[src/rtl/mdio_responder.sv]
// mdio_responder: Clause-22 MDIO PHY-side responder serving a 32x16 register file
// Ports: clk, rst_n (async, active low); mdc, mdio_i (async pad inputs);
//        mdio_o, mdio_oe (pad drive); link_up (reg 1 bit 2);
//        wr_strobe, wr_addr, wr_data (report each committed write)
module mdio_responder #(
  parameter logic [4:0]  PHY_ADDR = 5'd1,
  parameter int          PRE_LEN  = 32,
  parameter logic [15:0] ID1      = 16'h0022,
  parameter logic [15:0] ID2      = 16'h1622,
  parameter logic [15:0] STATUS   = 16'h7809,
  parameter int          TIMEOUT  = 4096
) (
  input  logic        clk,
  input  logic        rst_n,
  input  logic        mdc,
  input  logic        mdio_i,
  output logic        mdio_o,
  output logic        mdio_oe,
  input  logic        link_up,
  output logic        wr_strobe,
  output logic [4:0]  wr_addr,
  output logic [15:0] wr_data
);
  localparam int TW = $clog2(TIMEOUT + 1);
  typedef enum logic [2:0] {IDLE, ST, OP, PHYAD, REGAD, TA, RDATA, WDATA} state_t;
  state_t state, state_nx;
  logic [2:0] mdc_q;
  logic [1:0] mdio_q;
  logic mdc_re, b, to, last, wr_en, oe_nx, o_nx, is_rd;
  logic [4:0] cnt, reg_addr;
  logic [5:0] pre_cnt;
  logic [15:0] sh, rd_val;
  logic [TW-1:0] t_cnt;
  logic [15:0] regs [32];
  assign mdc_re = mdc_q[1] & ~mdc_q[2];
  assign b = mdio_q[1];
  assign to = (t_cnt == TW'(TIMEOUT)) & ~mdc_re;
  // cnt marks the final bit of the current field
  assign last = (state inside {OP, TA}) ? cnt == 5'd1 : (state inside {PHYAD, REGAD}) ? cnt == 5'd4 : cnt == 5'd15;
  assign rd_val = reg_addr == 5'd1 ? {STATUS[15:3], link_up, STATUS[1:0]} :
                  reg_addr == 5'd2 ? ID1 : reg_addr == 5'd3 ? ID2 : regs[reg_addr];
  assign wr_en = mdc_re && state == WDATA && last && !(reg_addr inside {[5'd1:5'd3]});
  always_ff @(posedge clk or negedge rst_n)
    if (!rst_n) state <= IDLE;
    else state <= state_nx;
  always_comb begin
    state_nx = state;
    if (to) state_nx = IDLE;
    else if (mdc_re)
      case (state)
        IDLE:    state_nx = (!b && pre_cnt >= 6'(PRE_LEN)) ? ST : IDLE;
        ST:      state_nx = b ? OP : IDLE;
        OP:      state_nx = !last ? OP : (sh[0] != b) ? PHYAD : IDLE;
        PHYAD:   state_nx = !last ? PHYAD : ({sh[3:0], b} == PHY_ADDR) ? REGAD : IDLE;
        REGAD:   state_nx = last ? TA : REGAD;
        TA:      state_nx = !last ? ((is_rd || b) ? TA : IDLE) : is_rd ? RDATA : !b ? WDATA : IDLE;
        RDATA:   state_nx = last ? IDLE : RDATA;
        default: state_nx = last ? IDLE : WDATA;
      endcase
  end
  // TA1 sample turns the pad around driving 0; D15 follows, then RDATA walks sh
  always_comb begin
    oe_nx = mdio_oe;
    o_nx = mdio_o;
    if (to) oe_nx = 1'b0;
    else if (mdc_re && is_rd && state == TA) begin
      oe_nx = 1'b1;
      o_nx = last ? sh[15] : 1'b0;
    end else if (mdc_re && state == RDATA) begin
      oe_nx = !last;
      o_nx = sh[15];
    end
  end
  always_ff @(posedge clk or negedge rst_n) begin
    if (!rst_n) begin
      mdc_q <= '0;
      mdio_q <= '0;
      t_cnt <= '0;
      pre_cnt <= '0;
      cnt <= '0;
      sh <= '0;
      reg_addr <= '0;
      is_rd <= 1'b0;
      mdio_o <= 1'b0;
      mdio_oe <= 1'b0;
      wr_strobe <= 1'b0;
      wr_addr <= '0;
      wr_data <= '0;
      for (int i = 0; i < 32; i++) regs[i] <= '0;
    end else begin
      mdc_q <= {mdc_q[1:0], mdc};
      mdio_q <= {mdio_q[0], mdio_i};
      t_cnt <= mdc_re ? '0 : (t_cnt != TW'(TIMEOUT)) ? t_cnt + 1'b1 : t_cnt;
      if (to || state != IDLE) pre_cnt <= '0;
      else if (mdc_re) pre_cnt <= !b ? '0 : (pre_cnt == 6'(PRE_LEN)) ? pre_cnt : pre_cnt + 1'b1;
      if (to) cnt <= '0;
      else if (mdc_re) cnt <= (state_nx != state) ? '0 : cnt + 1'b1;
      if (mdc_re) sh <= (is_rd && state == TA && !last) ? rd_val :
                        (is_rd && state inside {TA, RDATA}) ? {sh[14:0], 1'b0} : {sh[14:0], b};
      if (mdc_re && state == OP && last) is_rd <= sh[0];
      if (mdc_re && state == REGAD && last) reg_addr <= {sh[3:0], b};
      mdio_o <= o_nx;
      mdio_oe <= oe_nx;
      wr_strobe <= wr_en;
      if (wr_en) begin
        wr_addr <= reg_addr;
        wr_data <= {sh[14:0], b};
        regs[reg_addr] <= {sh[14:0], b};
      end
    end
  end
endmodule

[config.mk]
export PLATFORM = sky130hd
export DESIGN_NAME = mdio_responder
export DESIGN_NICKNAME = d
export VERILOG_FILES = /design/src/rtl/mdio_responder.sv
export SDC_FILE = /design/constraint.sdc
export NUM_CORES = 1
export LEC_CHECK = 0
export CORE_ASPECT_RATIO = 1.5
export CORE_MARGIN = 5
export CORE_UTILIZATION = 57
export CTS_BUF_LIST = sky130_fd_sc_hd__clkbuf_8 sky130_fd_sc_hd__clkbuf_16
export CTS_CLUSTER_DIAMETER = 150
export CTS_CLUSTER_SIZE = 8
export DETAILED_ROUTE_END_ITERATION = 12
export PLACE_DENSITY = 0.73
export SYNTH_ARGS = -nofsm -noshare
export SYNTH_HDL_FRONTEND = slang
export SYNTH_SLANG_ARGS = --single-unit
[constraint.sdc]
create_clock -name clk -period 3.1 [get_ports clk]
set_clock_uncertainty 0.2 [all_clocks]
set_input_delay 0.31 -clock clk [delete_from_list [all_inputs] [get_ports clk]]
set_output_delay 0.31 -clock clk [all_outputs]
set_load 0.01 [all_outputs]
# == Word-level counts from Yosys, hierarchy flattened ==
# Cells that the tools add are included.
# W data, S select, Z words.
# totals
ff_bits,590
input_bits,5
# classes
n_addsub,3
magnitude_cmp,5
n_eq_ne,20
muxes,44
n_bitwise,6
n_reduce_logical,33
# ops
op,count
$bwmux W512,1
$mux W16,7
$bmux W16 S5,1
$demux W16 S5,1
$mux W3,10
$mux W13,2
$mux W6,4
$pmux W3 S7,1
$logic_and A1 B1 Y1,16
$eq A5 B1 Y1 const B,3
$mux W5,3
$reduce_bool A2 Y1,7
$add A13 B1 Y13 const B,1
$eq A13 B13 Y1 const B,1
$ne A13 B13 Y1 const B,1
$eq A3 B3 Y1 const B,4
$ge A6 B6 Y1 const B,2
$mux W1,11
$eq A5 B2 Y1 const B,2
$add A6 B1 Y6 const B,1
$eq A3 B2 Y1 const B,2
$eq A6 B6 Y1 const B,1
$lt A6 B1 Y1 const B,1
$mux W2,3
other kinds (17),25

# == Depth between registers and ports, before layout ==
# logic_depth
depth_word,12
depth_mapped,10
ltp_nobuf,9

# == Least setup slack after synthesis ==
# No wires, ideal clock.
# synth_path
path_type,register to register
from,register state[2]
to,register regs[311] in the netlist's numbering
setup_ns,0.128
arrival_time_ns,2.696
t_required_ns,2.772
path_slack_ns,0.076
stages_incl_launch_ff,9
path_buffers,2
synth_period_minus_slack_ns,3.024
cell_sequence,dfrtp_1 > nor2b_1 > or4b_1 > o311ai_4 > nand4_4 > buf_6 > nor4_4 > buf_4 > mux2_1
# synth_via
elab_chain_cells,6
elab_cells_between_ends,12
classes_between,eq/ne (5); mux (2); reduce/logical (5)
# synth_rtl
element,line,text
start: declaration,26,"state_t state, state_nx;"
start signal: assignment,45,else state <= state_nx;
$eq A3 B2 Y1 or $eq A3 B3 Y1 (tied branches),39,"assign last = (state inside {OP, TA}) ? cnt == 5'd1 : (state inside {PHYAD, REGAD}) ? cnt == 5'd4 : cnt == 5'd ..."
$reduce_bool A2 Y1,39,
$mux W1 (2 in series),39,
$logic_and A1 B1 Y1 (*) (2 in series),42,assign wr_en = mdc_re && state == WDATA && last && !(reg_addr inside {[5'd1:5'd3]});
end signal: indexed assignment,108,"regs[reg_addr] <= {sh[14:0], b};"
end: declaration,34,logic [15:0] regs [32];
# Mark *: on every way between the ends. The rest lies on a longest branch, timed or not.
# A chain may end at the register's enable or synchronous reset.

# == Worst setup path after layout ==
# layout_path
from,register reg_addr[0]
to,register regs[383] in the netlist's numbering
# layout_via
elab_chain_cells,6
elab_cells_between_ends,12
classes_between,order compare (4); mux (3); bitwise (1); reduce/logical (4)
# layout_rtl
element,line,text
start: declaration,30,"logic [4:0] cnt, reg_addr;"
start signal: assignment,101,"if (mdc_re && state == REGAD && last) reg_addr <= {sh[3:0], b};"
$not A5 Y6 (implied by the code),108,
$ge A6 B6 Y1 (implied by the code) or $lt A6 B1 Y1 (tied branches),108,
$logic_and A1 B1 Y1 (implied by the code),108,
$mux W16 (implied by the code),108,
$demux W16 S5,108,
$bwmux W512,108,
# Several ways; a longest one is shown, not always the timed one.

==> impl_metrics.env <==
export IMPL_drt_wl_total_um=67100
export IMPL_ios=29
export IMPL_synth_largest_area_cell="dfrtp_1"
export IMPL_finalPower_uw=16900
export IMPL_min_period_ps=2990
export IMPL_timing_final_crit_share=0.964
export IMPL_ant_nets=0
export IMPL_finalSetupViolCount=0
export IMPL_fin_nets=1876
export IMPL_slew_limit_headroom=0.140
export IMPL_dp_slack_ps=80.7
export IMPL_vias=15800
export IMPL_dp_hpwl_um=44200
export IMPL_drtPass1Iterations=5
export IMPL_synth_seq_cells=583
export IMPL_grt_max_degree=76
export IMPL_dieArea_um2=51000
export IMPL_row_count=96
export IMPL_wl_per_cell_um=27.3
export IMPL_start_util=0.578
export IMPL_grt_pass1_wl_um=106000
export IMPL_dieWidth_um=186
export IMPL_cts_clk_slew_worst_paths_ps=50
export IMPL_ys_seq_area_frac=0.550
export IMPL_powerDensity_nw_per_um2=553
export IMPL_place_congestion=0.908
export IMPL_timing_fmax_ghz=0.335
export IMPL_drt_initial_drc_count=1103
export IMPL_drv_cap=0
export IMPL_synthTopCellsByCount="dfrtp_1 (583), mux2_2 (460), clkbuf_1 (132), mux4_2 (123), a22oi_1 (47)"
export IMPL_ys_flop_type="dfrtp_1"
export IMPL_hold_viol=0
export IMPL_synth_most_common_cell="dfrtp_1"
export IMPL_die_y_um=274
export IMPL_async_flop_share=1.00
export IMPL_num_antenna_cells=0
export IMPL_reg2reg_from="reg_addr[0]$_DFFE_PN0P_"
export IMPL_drc_errors=0
export IMPL_arrival_ps=3270
export IMPL_cp_required_ps=3380
export IMPL_antenna_found_initial=0
export IMPL_fin_setup_tns_ps=0
export IMPL_gr_usage_all_layers=0.276
export IMPL_core_area_um2=45900
export IMPL_netlist_instances=1781
export IMPL_area_growth_syn_to_layout_pct=15.5
export IMPL_cts_sinks=583
export IMPL_finalWorstSetupSlack_ps=112
export IMPL_reg2reg_depth=7
export IMPL_clockRootBuffer="clkbuf_16"
export IMPL_h_tree_depth=3
export IMPL_syn_area_um2=26500
export IMPL_slew_viol_final=0
export IMPL_synth_top_cell_area_share=0.550
export IMPL_via_per_inst=6.42
export IMPL_clk_latency_ps=610
export IMPL_tightest_slew_ps=1290
export IMPL_synth_cell_type_count=60
export IMPL_hold_class="in -> async"
export IMPL_port_buffer_count=28
export IMPL_ir_drop_mv=0.419
export IMPL_p_leak_uw=0.0147
export IMPL_clockBufferDepth=3
export IMPL_placed_area_um2=28400
export IMPL_r2r_end="regs[383]$_DFFE_PN0P_"
export IMPL_synth_area_leaders="dfrtp_1 (55%), mux2_2 (20%), mux4_2 (10%)"
export IMPL_start_kind="register"
export IMPL_ys_warn_count=0
export IMPL_crit_type="reg -> reg"
export IMPL_grt_setup_unrepaired="false"
export IMPL_numCtsBuffers=82
export IMPL_endpoint_kind="register"
export IMPL_r2r_slack_ps=110
export IMPL_design_area_um2=30600
export IMPL_grt_pass1_vias=17400
export IMPL_synth_nets=1792
export IMPL_gr_total_overflow=0
export IMPL_cts_tree="yes"
export IMPL_drive_gt1_frac=0.465
export IMPL_synth_edf_count=0
export IMPL_startpoint="reg_addr[0]$_DFFE_PN0P_"
export IMPL_critPathMaxFanout=29
export IMPL_status="complete, no violations"
export IMPL_syn_area_per_cell_um2=14.9
export IMPL_final_util=0.667
-- critical path, stage by stage (launching register included) --
cell,delay (ps)
dfrtp_4,610
buf_12,220
o21ai_1,410
nand4_4,170
buf_12,250
nor4_4,390
buf_12,200
mux2_2,340
-- logic make-up (layout without fill, tap and decap cells) --
group	count (synthesis)	count (layout)	synth area share
buffers and inverters	198	291	0.0326
and+or+nand+nor	202	202	0.0518
AOI/OAI and AO/OA	152	152	0.0403
adders and majority gates	6	6	0.00283
DFF	583	583	0.550
xor gates and xnor gates	16	16	0.00529
muxes	624	624	0.317
-- registers in the layout, indices dropped and copies added, names as in the netlist --
signal     cells
regs         505
sh            16
wr_data       16
t_cnt         13
pre_cnt        6
cnt            5
reg_addr       5
wr_addr        5
mdc_q          3
state          3
mdio_q         2
is_rd          1
mdio_o         1
mdio_oe        1
wr_strobe      1
-- timing repair --
item                                    in CTS  in global routing
endpoints found under the setup margin       0                138
hold buffers                                 3                  0
setup buffers                                0                  2
resized for setup                            0                  1
hold endpoints to repair                    64                  0
-- cell type report --
class	instances	area (um^2)
clock buffer	83	2080
clock inverter	10	82.6
fill	3148	15300
inverter	11	41.3
multi-input combinational	1000	11100
sequential	583	14600
tap	588	736
timing repair buffer	187	2010
-- worst max-delay path by stage --
stage,end
4_1_cts,sh[0]$_DFFE_PN0P_
3_3_place_gp,sh[0]$_DFFE_PN0P_
5_1_grt,cnt[4]$_DFFE_PN0P_
2_1_floorplan,regs[311]$_DFFE_PN0P_
3_5_place_dp,sh[0]$_DFFE_PN0P_
6_report,regs[383]$_DFFE_PN0P_
-- placed cells by master, fill, tap and decap left out, types with 6 or more instances in the layout --
cell type	n
and3_1	7
a31oi_1	10
inv_1	15
buf_4	114
o22ai_1	10
buf_12	42
mux2i_1	6
mux2_1	35
nand4_1	12
nor4_4	8
nand2b_1	8
ha_1	6
nand3_1	22
mux4_2	123
clkdlybuf4s50_1	27
nor2_1	41
a221oi_1	7
dfrtp_1	580
nor3_4	21
a22o_1	8
a22oi_1	46
a21oi_1	15
nand2_1	46
xor2_1	12
clkbuf_16	83
mux2_2	460
o21ai_0	29
nor2b_1	7
-- power breakdown --
| part | switching, uW | internal (uW) |
|---|---|---|
| logic | 747 | 333 |
| registers | 315 | 7730 |
| clock network | 3110 | 4700 |
| total | 4170 | 12800 |
-- through the flow --
| stage | hold WS, ps | instances |
|---|---|---|
| 2_1_floorplan | -186 | 1781 |
| 3_3_place_gp | 138 | 2364 |
| 3_5_place_dp | 137 | 2364 |
| 4_1_cts | 128 | 2460 |
| 5_1_grt | 130 | 2462 |
| 6_report | 50.5 | 2462 |
-- routing by layer --
metal,GRT usage,share of wire
met1,0.359,0.39
met4,0.120,0.046
met2,0.455,0.51
met5,0,0
met3,0.0539,0.056
No activity file was read; power rests on OpenSTA's default activity.
